### src/rtl/d5m_pkg.sv
// Shared types and constants for the D5M camera stream generator.
// The state and pattern encodings are used by the timing FSM and by the pixel source.
package d5m_pkg;

    localparam int DATA_W = 12;

    typedef enum logic [2:0] {
        IDLE,
        FV_LEAD,
        LINE,
        HBLANK,
        FV_TRAIL,
        VBLANK
    } state_e;

    typedef enum logic [1:0] {
        RAMP_X,
        RAMP_Y,
        CHECKER,
        FRAME_ID
    } pattern_e;

    // Counter width for a count of 0..n-1; never narrower than one bit.
    function automatic int cnt_width(input int n);
        return (n > 1) ? $clog2(n) : 1;
    endfunction

endpackage

### src/rtl/d5m_pattern_src.sv
// Combinational pixel-value generator for the selected test pattern.
// The frame id input carries only the low nibble of the frame counter.
module d5m_pattern_src
    import d5m_pkg::*;
(
    input  logic [DATA_W-1:0] x,
    input  logic [DATA_W-1:0] y,
    input  logic [1:0]        pattern,
    input  logic [3:0]        frame_cnt,
    output logic [DATA_W-1:0] data
);

    always_comb begin
        data = '0;
        case (pattern_e'(pattern))
            RAMP_X:   data = x;
            RAMP_Y:   data = y;
            CHECKER:  data = (x[4] ^ y[4]) ? {DATA_W{1'b1}} : '0;
            FRAME_ID: data = {frame_cnt, 8'h00};
            default:  data = '0;
        endcase
    end

endmodule

### src/rtl/d5m_stream_gen.sv
// D5M-style frame/line timing generator driving a test pattern on D5M_D.
// Outputs are registered from the next-state values so they only move on the rising edge.
module d5m_stream_gen
    import d5m_pkg::*;
#(
    parameter int H_ACTIVE = 1280,
    parameter int V_ACTIVE = 960,
    parameter int H_BLANK  = 64,
    parameter int V_BLANK  = 16
) (
    input  logic              D5M_PIXCLK,
    input  logic              rst_n,
    input  logic              start,
    input  logic              stop,
    input  logic [1:0]        pattern_sel,
    output logic [DATA_W-1:0] D5M_D,
    output logic              D5M_FVAL,
    output logic              D5M_LVAL,
    output logic              busy,
    output logic [15:0]       frame_cnt
);

    localparam int VB_CLKS = V_BLANK * (H_ACTIVE + H_BLANK);
    localparam int X_W     = cnt_width(H_ACTIVE);
    localparam int Y_W     = cnt_width(V_ACTIVE);
    localparam int HB_W    = cnt_width(H_BLANK);
    localparam int VB_W    = cnt_width(VB_CLKS);

    localparam logic [X_W-1:0]  X_LAST  = X_W'(H_ACTIVE - 1);
    localparam logic [Y_W-1:0]  Y_LAST  = Y_W'(V_ACTIVE - 1);
    localparam logic [HB_W-1:0] HB_LAST = HB_W'(H_BLANK - 1);
    localparam logic [VB_W-1:0] VB_LAST = VB_W'(VB_CLKS - 1);

    state_e            state_q, state_d;
    logic [X_W-1:0]    x_q, x_d;
    logic [Y_W-1:0]    y_q, y_d;
    logic [HB_W-1:0]   hb_q, hb_d;
    logic [VB_W-1:0]   vb_q, vb_d;
    logic [1:0]        pat_q, pat_d;
    logic              stop_pend_q, stop_pend_d;
    logic [15:0]       frame_cnt_q, frame_cnt_d;
    logic              fval_q, fval_d;
    logic              lval_q, lval_d;
    logic [DATA_W-1:0] data_q, data_d;
    logic [DATA_W-1:0] pix;

    d5m_pattern_src u_pattern_src (
        .x         (DATA_W'(x_d)),
        .y         (DATA_W'(y_d)),
        .pattern   (pat_d),
        .frame_cnt (frame_cnt_q[3:0]),
        .data      (pix)
    );

    always_ff @(posedge D5M_PIXCLK or negedge rst_n) begin
        if (!rst_n) begin
            state_q     <= IDLE;
            x_q         <= '0;
            y_q         <= '0;
            hb_q        <= '0;
            vb_q        <= '0;
            pat_q       <= '0;
            stop_pend_q <= 1'b0;
            frame_cnt_q <= '0;
            fval_q      <= 1'b0;
            lval_q      <= 1'b0;
            data_q      <= '0;
        end else begin
            state_q     <= state_d;
            x_q         <= x_d;
            y_q         <= y_d;
            hb_q        <= hb_d;
            vb_q        <= vb_d;
            pat_q       <= pat_d;
            stop_pend_q <= stop_pend_d;
            frame_cnt_q <= frame_cnt_d;
            fval_q      <= fval_d;
            lval_q      <= lval_d;
            data_q      <= data_d;
        end
    end

    // A stop seen while busy wins over any start in the same cycle; start is only heard in IDLE.
    always_comb begin
        state_d     = state_q;
        x_d         = x_q;
        y_d         = y_q;
        hb_d        = hb_q;
        vb_d        = vb_q;
        pat_d       = pat_q;
        frame_cnt_d = frame_cnt_q;
        stop_pend_d = stop_pend_q | (stop & (state_q != IDLE));
        case (state_q)
            IDLE: begin
                if (start) begin
                    state_d = FV_LEAD;
                    hb_d    = '0;
                    x_d     = '0;
                    y_d     = '0;
                    pat_d   = pattern_sel;
                end
            end
            FV_LEAD: begin
                if (hb_q == HB_LAST) begin
                    state_d = LINE;
                    x_d     = '0;
                end else begin
                    hb_d = hb_q + HB_W'(1);
                end
            end
            LINE: begin
                if (x_q == X_LAST) begin
                    state_d = HBLANK;
                    hb_d    = '0;
                end else begin
                    x_d = x_q + X_W'(1);
                end
            end
            HBLANK: begin
                if (hb_q == HB_LAST) begin
                    if (y_q == Y_LAST) begin
                        state_d = FV_TRAIL;
                        hb_d    = '0;
                    end else begin
                        state_d = LINE;
                        x_d     = '0;
                        y_d     = y_q + Y_W'(1);
                    end
                end else begin
                    hb_d = hb_q + HB_W'(1);
                end
            end
            FV_TRAIL: begin
                if (hb_q == HB_LAST) begin
                    state_d     = VBLANK;
                    vb_d        = '0;
                    frame_cnt_d = frame_cnt_q + 16'd1;
                end else begin
                    hb_d = hb_q + HB_W'(1);
                end
            end
            VBLANK: begin
                if (vb_q == VB_LAST) begin
                    if (stop_pend_d) begin
                        state_d     = IDLE;
                        stop_pend_d = 1'b0;
                        x_d         = '0;
                        y_d         = '0;
                        hb_d        = '0;
                        vb_d        = '0;
                    end else begin
                        state_d = FV_LEAD;
                        hb_d    = '0;
                        x_d     = '0;
                        y_d     = '0;
                        pat_d   = pattern_sel;
                    end
                end else begin
                    vb_d = vb_q + VB_W'(1);
                end
            end
            default: state_d = IDLE;
        endcase
    end

    always_comb begin
        fval_d = (state_d == FV_LEAD) || (state_d == LINE) ||
                 (state_d == HBLANK)  || (state_d == FV_TRAIL);
        lval_d = (state_d == LINE);
        data_d = lval_d ? pix : '0;
    end

    assign D5M_D     = data_q;
    assign D5M_FVAL  = fval_q;
    assign D5M_LVAL  = lval_q;
    assign busy      = (state_q != IDLE);
    assign frame_cnt = frame_cnt_q;

endmodule

### config.mk
export PLATFORM = sky130hd
export DESIGN_NAME = d5m_stream_gen
export DESIGN_NICKNAME = d
export VERILOG_FILES = /design/src/rtl/d5m_pkg.sv /design/src/rtl/d5m_pattern_src.sv /design/src/rtl/d5m_stream_gen.sv
export SDC_FILE = /design/constraint.sdc
export NUM_CORES = 1
export LEC_CHECK = 0
export ABC_CLOCK_PERIOD_IN_PS = 3900
export CAP_MARGIN = 20
export CORE_MARGIN = 2
export CORE_UTILIZATION = 35
export CTS_BUF_LIST = sky130_fd_sc_hd__clkbuf_2 sky130_fd_sc_hd__clkbuf_4 sky130_fd_sc_hd__clkbuf_8
export DETAILED_ROUTE_END_ITERATION = 8
export GPL_ROUTABILITY_DRIVEN = 0
export GPL_TIMING_DRIVEN = 1
export RECOVER_POWER = 100
export SKIP_LAST_GASP = 1
export SLEW_MARGIN = 20
export SYNTH_ARGS = -nofsm -noshare
export SYNTH_HDL_FRONTEND = slang
export SYNTH_HIERARCHICAL = 1
export SYNTH_SLANG_ARGS = --single-unit
### constraint.sdc
create_clock -name D5M_PIXCLK -period 3.9 [get_ports D5M_PIXCLK]
set_input_delay 0.78 -clock D5M_PIXCLK [delete_from_list [all_inputs] [get_ports D5M_PIXCLK]]
set_output_delay 0.78 -clock D5M_PIXCLK [all_outputs]
set_load 0.02 [all_outputs]
Word-level counts from Yosys, hierarchy flattened
Cells that the tools add are included.
{ "word_totals": {"ff_bits": 78, "input_bits": 6, "output_inout_bits": 31, "elab_cells": 95} }
{ "classes": {"add_sub_neg": 5, "eq_ne": 23, "n_mux": 41, "bitwise": 3, "reduce_logical": 12} }
{ "op_table": {"columns": ["op", "n"], "rows": [
  ["$mux W11", 6],
  ["$pmux W11 S5", 1],
  ["$pmux W12 S4", 1],
  ["$mux W15", 3],
  ["$mux W10", 4],
  ["$mux W6", 6],
  ["$pmux W10 S3", 1],
  ["$pmux W15 S2", 1],
  ["$pmux W6 S5", 1],
  ["$mux W12", 2],
  ["$mux W3", 7],
  ["$pmux W3 S6", 1],
  ["$add A16 B1 Y16 const B", 1],
  ["$add A15 B1 Y15 const B", 1],
  ["$eq A15 B15 Y1 const B", 1],
  ["$eq A3 B2 Y1 const B", 4],
  ["$add A11 B1 Y11 const B", 1],
  ["$eq A11 B11 Y1 const B", 1],
  ["$add A10 B1 Y10 const B", 1],
  ["$eq A10 B10 Y1 const B", 1],
  ["$ne A2 B2 Y1 const B", 5],
  ["$eq A3 B3 Y1 const B", 3],
  ["$add A6 B1 Y6 const B", 1],
  ["$eq A3 B1 Y1 const B", 2],
  ["20 further kinds", 28]
]} }

Depth between registers and ports, before layout
Gate-level depths: netlist of the first run.
{ "depth": {"ltp_word": 10, "mapped_depth": 12, "mapped_depth_nobuf": 11} }

By module
Netlist of the first run, hierarchy kept.
{ "by_module_without_submodules": {"columns": ["module", "instances", "cells_per_inst", "area_per_inst_um2", "seq_area_each_um2"], "rows": [
  ["d5m_stream_gen", 1, 406, 3945.0, 1951.9],
  ["d5m_pattern_src", 1, 35, 304.0, 0.0]
]} }

Least setup slack after synthesis of the first run
Ideal clock, no wire load.
{ "synth_timing": {"path_kind": "reg2reg", "startpoint": "register state_q[1]", "endpoint": "register data_q[9], in the netlist D5M_D[9]", "arrival_time_ns": 2.609, "path_slack_ns": 1.172, "path_stages_with_launch": 9, "period_less_slack_ns": 2.728, "cell_sequence": "dfrtp_1 -> clkbuf_1 -> or3_1 -> o211a_1 -> clkbuf_1 -> a21oi_1 -> xor2_2 -> mux4_2 -> and2_1"} }
{ "synth_via": {"elab_chain_len": 9} }
{ "synth_rtl": {"columns": ["element", "line_no", "text"], "rows": [
  ["from (decl)", "d5m_stream_gen.sv:34", "state_e state_q, state_d;"],
  ["from (signal assigned)", "d5m_stream_gen.sv:69", "state_q <= state_d;"],
  ["$reduce_bool A3 Y1 *", null, null],
  ["named net busy", "d5m_stream_gen.sv:19", "output logic busy,"],
  ["$and A1 B1 Y1 *", "d5m_stream_gen.sv:92", "stop_pend_d = stop_pend_q | (stop & (state_q != IDLE));"],
  ["$or A1 B1 Y1 *", "d5m_stream_gen.sv:92", null],
  ["$mux W2 *", "d5m_stream_gen.sv:144", "if (stop_pend_d) begin"],
  ["$mux W2 *", "d5m_stream_gen.sv:143", "if (vb_q == VB_LAST) begin"],
  ["$pmux W2 S2 *", "d5m_stream_gen.sv:93", "case (state_q)"],
  ["$eq A2 B2 Y1, or another cell as far along", "d5m_pattern_src.sv:15", "case (pattern_e'(pattern))"],
  ["$pmux W12 S4 *", "d5m_pattern_src.sv:15", null],
  ["named net pix[9]", "d5m_stream_gen.sv:45", "logic [DATA_W-1:0] pix;"],
  ["$mux W12 *", "d5m_stream_gen.sv:170", "data_d = lval_d ? pix : '0;"],
  ["named net data_d[9]", "d5m_stream_gen.sv:44", "logic [DATA_W-1:0] data_q, data_d;"],
  ["to (signal assigned)", "d5m_stream_gen.sv:79", "data_q <= data_d;"],
  ["to (decl)", "d5m_stream_gen.sv:44", null]
]} }
Mark *: on every way through the listed nets, which the timed path passes. The rest lies on a longest branch.
A chain may end at the register's enable or synchronous reset.

Worst setup path in the final report of the first run
{ "layout_timing": {"startpoint": "input start", "endpoint": "register data_q[10], in the netlist D5M_D[10]"} }
{ "layout_rtl": {"columns": ["element", "line_no", "text"], "rows": [
  ["from (decl)", "d5m_stream_gen.sv:13", "input logic start,"],
  ["$mux W2 *", "d5m_stream_gen.sv:95", "if (start) begin"],
  ["$pmux W2 S2 *", "d5m_stream_gen.sv:93", null],
  ["named net pat_d[1]", "d5m_stream_gen.sv:39", "logic [1:0] pat_q, pat_d;"],
  ["$eq A2 B2 Y1, or another cell as far along", "d5m_pattern_src.sv:15", null],
  ["$pmux W12 S4 *", "d5m_pattern_src.sv:15", null],
  ["named net pix[10]", "d5m_stream_gen.sv:45", null],
  ["$mux W12 *", "d5m_stream_gen.sv:170", null],
  ["named net data_d[10]", "d5m_stream_gen.sv:44", null]
]} }
Marked as above.

==> run summary, run 1 <==
Based on the critical path, the design can be clocked at up to 294 MHz. The most used flip-flop cell after synthesis was sky130_fd_sc_hd__dfrtp_1. No sink is reached through more buffers than the 2 on the longest clock path. In the final timing run, aggregate negative setup slack is 0 ps.

The run gives 0 as the final count of negative-setup-slack endpoints. The core outline area is 0.0119 sq mm, and the average instance area after synthesis is 9.64 sq um. For the worst setup path, the data required time is 4140 ps.

The number of gates resized after cts is 0, and the relative max-transition margin is -0.279. The via count of the first global-routing pass was 3288. The post-CTS repair timing setup buffer count is 0, and the mapped cell area is 0.00425 sq mm. Summed over all cells, the static leakage comes to 2.12 nW. The most critical setup path has its startpoint at start. The global-route usage over all layers came out at 0.159. The floorplan step defined a die boundary enclosing 0.0130 sq mm. For this run, design rule violations remaining after detail routing come to 0. Across the VDD grid, the largest voltage drop is 0.000235 V. The tools report the combined area of the multi-input logic cells as 0.00215 sq mm. For the worst-skew pair, the clock arrives at the later sink with an insertion delay of 350 ps. In this run, synthesis produced a sequential element count of 78.

The final HPWL from detailed placement was 6920 um. The cell at the root of the clock tree is sky130_fd_sc_hd__clkbuf_8. The number of warnings reported in the yosys synthesis log is 6, and the die outline height is 114 um. Summing all flip-flop and latch instances after layout gives 0.00195 sq mm.

The share of the cycle needed by the critical path after routing was 0.872. The pin count of the biggest net entering global routing was 79. 37 I/O pins were placed.

After filler insertion, the fill cell instance count of the layout stands at 1195. TritonCTS built the clock tree. The tools report the origin of the critical flop-to-flop path as hb_q[0]$_DFFE_PN0P_.

The average vias per placed instance was 5.43; the number of standard cells after synthesis was 441. The synthesized design contains 0 enable-type register cells. The flow ran to the end, but the final reports show violations. The critical path class was in2reg. STA classifies the critical path endpoint as a flop. The share of the yosys chip area belonging to registers is 0.459.

After layout, the minimum clock period comes to 3400 ps. Slew at the pin with the worst max-slew slack: 1920 ps. In this run the number of H-tree levels came out at 3. After clock tree synthesis, the clock-pin slew on the worst setup and hold paths is 70 ps.

At the placement stage, the worst setup path has a slack of 331 ps. The run gives 0 as the final number of hold-violating endpoints. The number of max-cap violations is 1.

Setup repair after global routing left no endpoint under its margin. Clock sink total: 78. Buffers inserted to repair hold after CTS numbered 0. Power spread over the standard cell area amounts to 464 mW/mm^2. The first global-routing pass estimated 16400 um of wire.

The checks that failed: max-capacitance violations, max-slew violations. The tools report the placement row count as 40. The aggregate routed wire length was 9670 um; the detailed-routing iteration count for the pre-antenna-repair pass was 4. 0 antenna diodes ended up in the layout.

The worst hold path begins at frame_cnt[15]$_DFFE_PN0P_. In this run the tool buffered the top-level ports with 36 buffer cells. In this run, the number of DRC markers left after iteration 0 of detailed routing was 276. The tightest min-delay check is of the reg2reg type. Relative to the synthesized area, the layout overhead comes to 14.8%. After detailed routing, the average wire length per cell comes to 15.4 um. The run gives 67 as the count of distinct cell types in the synthesized netlist. The highest fanout seen on the critical path was 22; the clock buffer count from CTS was 9. Across all layers, the routed design uses 3412 vias. The share of synthesized registers carrying an async set or reset is 1.00. The initial core utilization is 0.357, and the horizontal extent of the die is 114 um. Post-detailed-route count of antenna-violating nets: 0. The run gives 489 as the number of nets in the layout. The share of final-layout standard cells stronger than drive strength 1 is 0.0665. The clock arrives with 13.1 ps of skew. The number of pins exceeding their max-slew limit in the final report is 79, and the initial antenna violation count is 0.

STA classifies the critical path startpoint as a primary input. The tools report the critical path arrival as 3640 ps. The final critical-path setup slack came out at 498 ps. The total overflow left after global routing is 0.
sequential cells by signal, indices dropped and copies added, names as in the netlist:
register     count
D5M_D           12
D5M_LVAL         1
vb_q            15
pat_q            2
y_q             10
D5M_FVAL         1
x_q             11
frame_cnt       16
hb_q             6
stop_pend_q      1
state_q          3
cell usage after synthesis (all sizes together) (10+ instances only):
cell	number	area share
a31oi	15	0.022
nand2b	15	0.022
a21oi	27	0.034
clkbuf	10	0.0088
nor3	17	0.029
and2	16	0.024
nand2	48	0.043
xnor2	12	0.025
dfrtp	78	0.46
nand3	24	0.031
o21ai	26	0.033
inv	11	0.0097
nor2	33	0.030
power by group:
group | switching, mW | leakage [nW] | internal [mW]
Sequential | 0.104 | 0.993 | 0.897
Clock | 0.274 | 0.0966 | 0.310
Combinational | 0.408 | 1.03 | 0.274
final cells by class:
type / instances / area share
timing repair buffer: 38 / 0.0751
tap: 147 / 0.0377
clock inverter: 2 / 0.00718
inverter: 11 / 0.00846
sequential: 78 / 0.400
multi-input combinational: 340 / 0.442
clock buffer: 12 / 0.0300
metal layers:
layer  global-route usage  up-vias  wire length [um]
li1                     -     1679                 -
met4               0.0472        0                41
met3               0.0355        5               340
met2                0.253       64              4660
met5                    0        -                 0
met1                0.217     1664              4630
metrics by stage:
stage / hold WS (ps) / total power, mW / cell area (sq um) / std cells / util
floorplan: 450 / 1.55 / 4260 / 443 / -
global placement: 462 / 1.71 / 4750 / 614 / 0.399
detailed placement: 466 / 1.73 / 4750 / 614 / 0.399
CTS: 475 / 2.33 / 4930 / 628 / 0.414
global route: 508 / 2.43 / 4880 / 628 / 0.410
finish: 460 / 2.27 / 4880 / 628 / 0.410
cell usage in the layout, fill, tap and decap left out, types with 3 or more instances in the layout:
cell type | netlist | routed
sky130_fd_sc_hd__a21oi_1 | 25 | 26
sky130_fd_sc_hd__a22o_1 | 5 | 5
sky130_fd_sc_hd__a22oi_1 | 7 | 7
sky130_fd_sc_hd__a31oi_1 | 15 | 15
sky130_fd_sc_hd__a41oi_1 | 5 | 5
sky130_fd_sc_hd__and2_0 | 1 | 10
sky130_fd_sc_hd__and2_1 | 15 | 6
sky130_fd_sc_hd__and3_1 | 7 | 7
sky130_fd_sc_hd__clkbuf_4 | 0 | 3
sky130_fd_sc_hd__clkbuf_8 | 0 | 9
sky130_fd_sc_hd__clkdlybuf4s50_1 | 0 | 3
sky130_fd_sc_hd__conb_1 | 1 | 3
sky130_fd_sc_hd__dfrtp_1 | 78 | 78
sky130_fd_sc_hd__dlygate4sd3_1 | 0 | 32
sky130_fd_sc_hd__ha_1 | 5 | 5
sky130_fd_sc_hd__inv_1 | 11 | 11
sky130_fd_sc_hd__mux2_1 | 0 | 5
sky130_fd_sc_hd__mux4_2 | 4 | 4
sky130_fd_sc_hd__nand2_1 | 47 | 48
sky130_fd_sc_hd__nand2b_1 | 15 | 15
sky130_fd_sc_hd__nand3_1 | 23 | 23
sky130_fd_sc_hd__nand4_1 | 8 | 8
sky130_fd_sc_hd__nor2_1 | 32 | 33
sky130_fd_sc_hd__nor2b_1 | 5 | 5
sky130_fd_sc_hd__nor3_1 | 13 | 14
sky130_fd_sc_hd__nor4_1 | 4 | 5
sky130_fd_sc_hd__o21ai_0 | 23 | 23
sky130_fd_sc_hd__o22ai_1 | 3 | 3
sky130_fd_sc_hd__o31ai_1 | 3 | 3
sky130_fd_sc_hd__or3_1 | 5 | 5
sky130_fd_sc_hd__xnor2_1 | 12 | 12
sky130_fd_sc_hd__xor2_1 | 7 | 7
kinds of logic after synthesis:
family / after synthesis / share of synthesized area
AOI/OAI and AO/OA: 106 / 0.163
other: 1 / 0.000883
DFF: 78 / 0.459
muxes: 12 / 0.0436
adders and majority gates: 5 / 0.0147
and+or+nand+nor: 194 / 0.251
buffers and inverters: 25 / 0.0239
xor gates and xnor gates: 20 / 0.0430
worst max-delay path, stage by stage:
cell and delay (ps):
sky130_fd_sc_hd__dlygate4sd3_1 640, sky130_fd_sc_hd__or3b_2 480, sky130_fd_sc_hd__a21oi_1 190, sky130_fd_sc_hd__nand2_1 130, sky130_fd_sc_hd__mux2_1 670, sky130_fd_sc_hd__mux4_2 590
sky130_fd_sc_hd__and2_1 150
path summary, 6_finish.rpt:
path	depth (start not counted)	end	slack [ps]
setup / recovery	7	D5M_D[10]$_DFF_PN0_	500
hold / removal	1	frame_cnt[15]$_DFFE_PN0P_	460
setup reg to reg	10	D5M_D[7]$_DFF_PN0_	610
hold reg to reg	1	frame_cnt[15]$_DFFE_PN0P_	460
max in group asynchronous	1	frame_cnt[15]$_DFFE_PN0P_	1810
min in group asynchronous	1	y_q[3]$_DFF_PN0_	960
(Power assumes the default switching activity.)
==> run 2, diff against run 1 <==
--- a/config.mk
+++ b/config.mk
@@ -6,7 +6,6 @@
 export NUM_CORES = 1
 export LEC_CHECK = 0
 export ABC_CLOCK_PERIOD_IN_PS = 3900
-export CAP_MARGIN = 20
 export CORE_MARGIN = 2
 export CORE_UTILIZATION = 35
 export CTS_BUF_LIST = sky130_fd_sc_hd__clkbuf_2 sky130_fd_sc_hd__clkbuf_4 sky130_fd_sc_hd__clkbuf_8
==> results of run 2 <==
The final DEF is identical to that of run 1; final timing and power are the same.
==> run 3, diff against run 2 <==
--- a/config.mk
+++ b/config.mk
@@ -5,7 +5,6 @@
 export SDC_FILE = /design/constraint.sdc
 export NUM_CORES = 1
 export LEC_CHECK = 0
-export ABC_CLOCK_PERIOD_IN_PS = 3900
 export CORE_MARGIN = 2
 export CORE_UTILIZATION = 35
 export CTS_BUF_LIST = sky130_fd_sc_hd__clkbuf_2 sky130_fd_sc_hd__clkbuf_4 sky130_fd_sc_hd__clkbuf_8
==> results of run 3 <==
The final DEF is identical to that of run 1; final timing and power are the same.
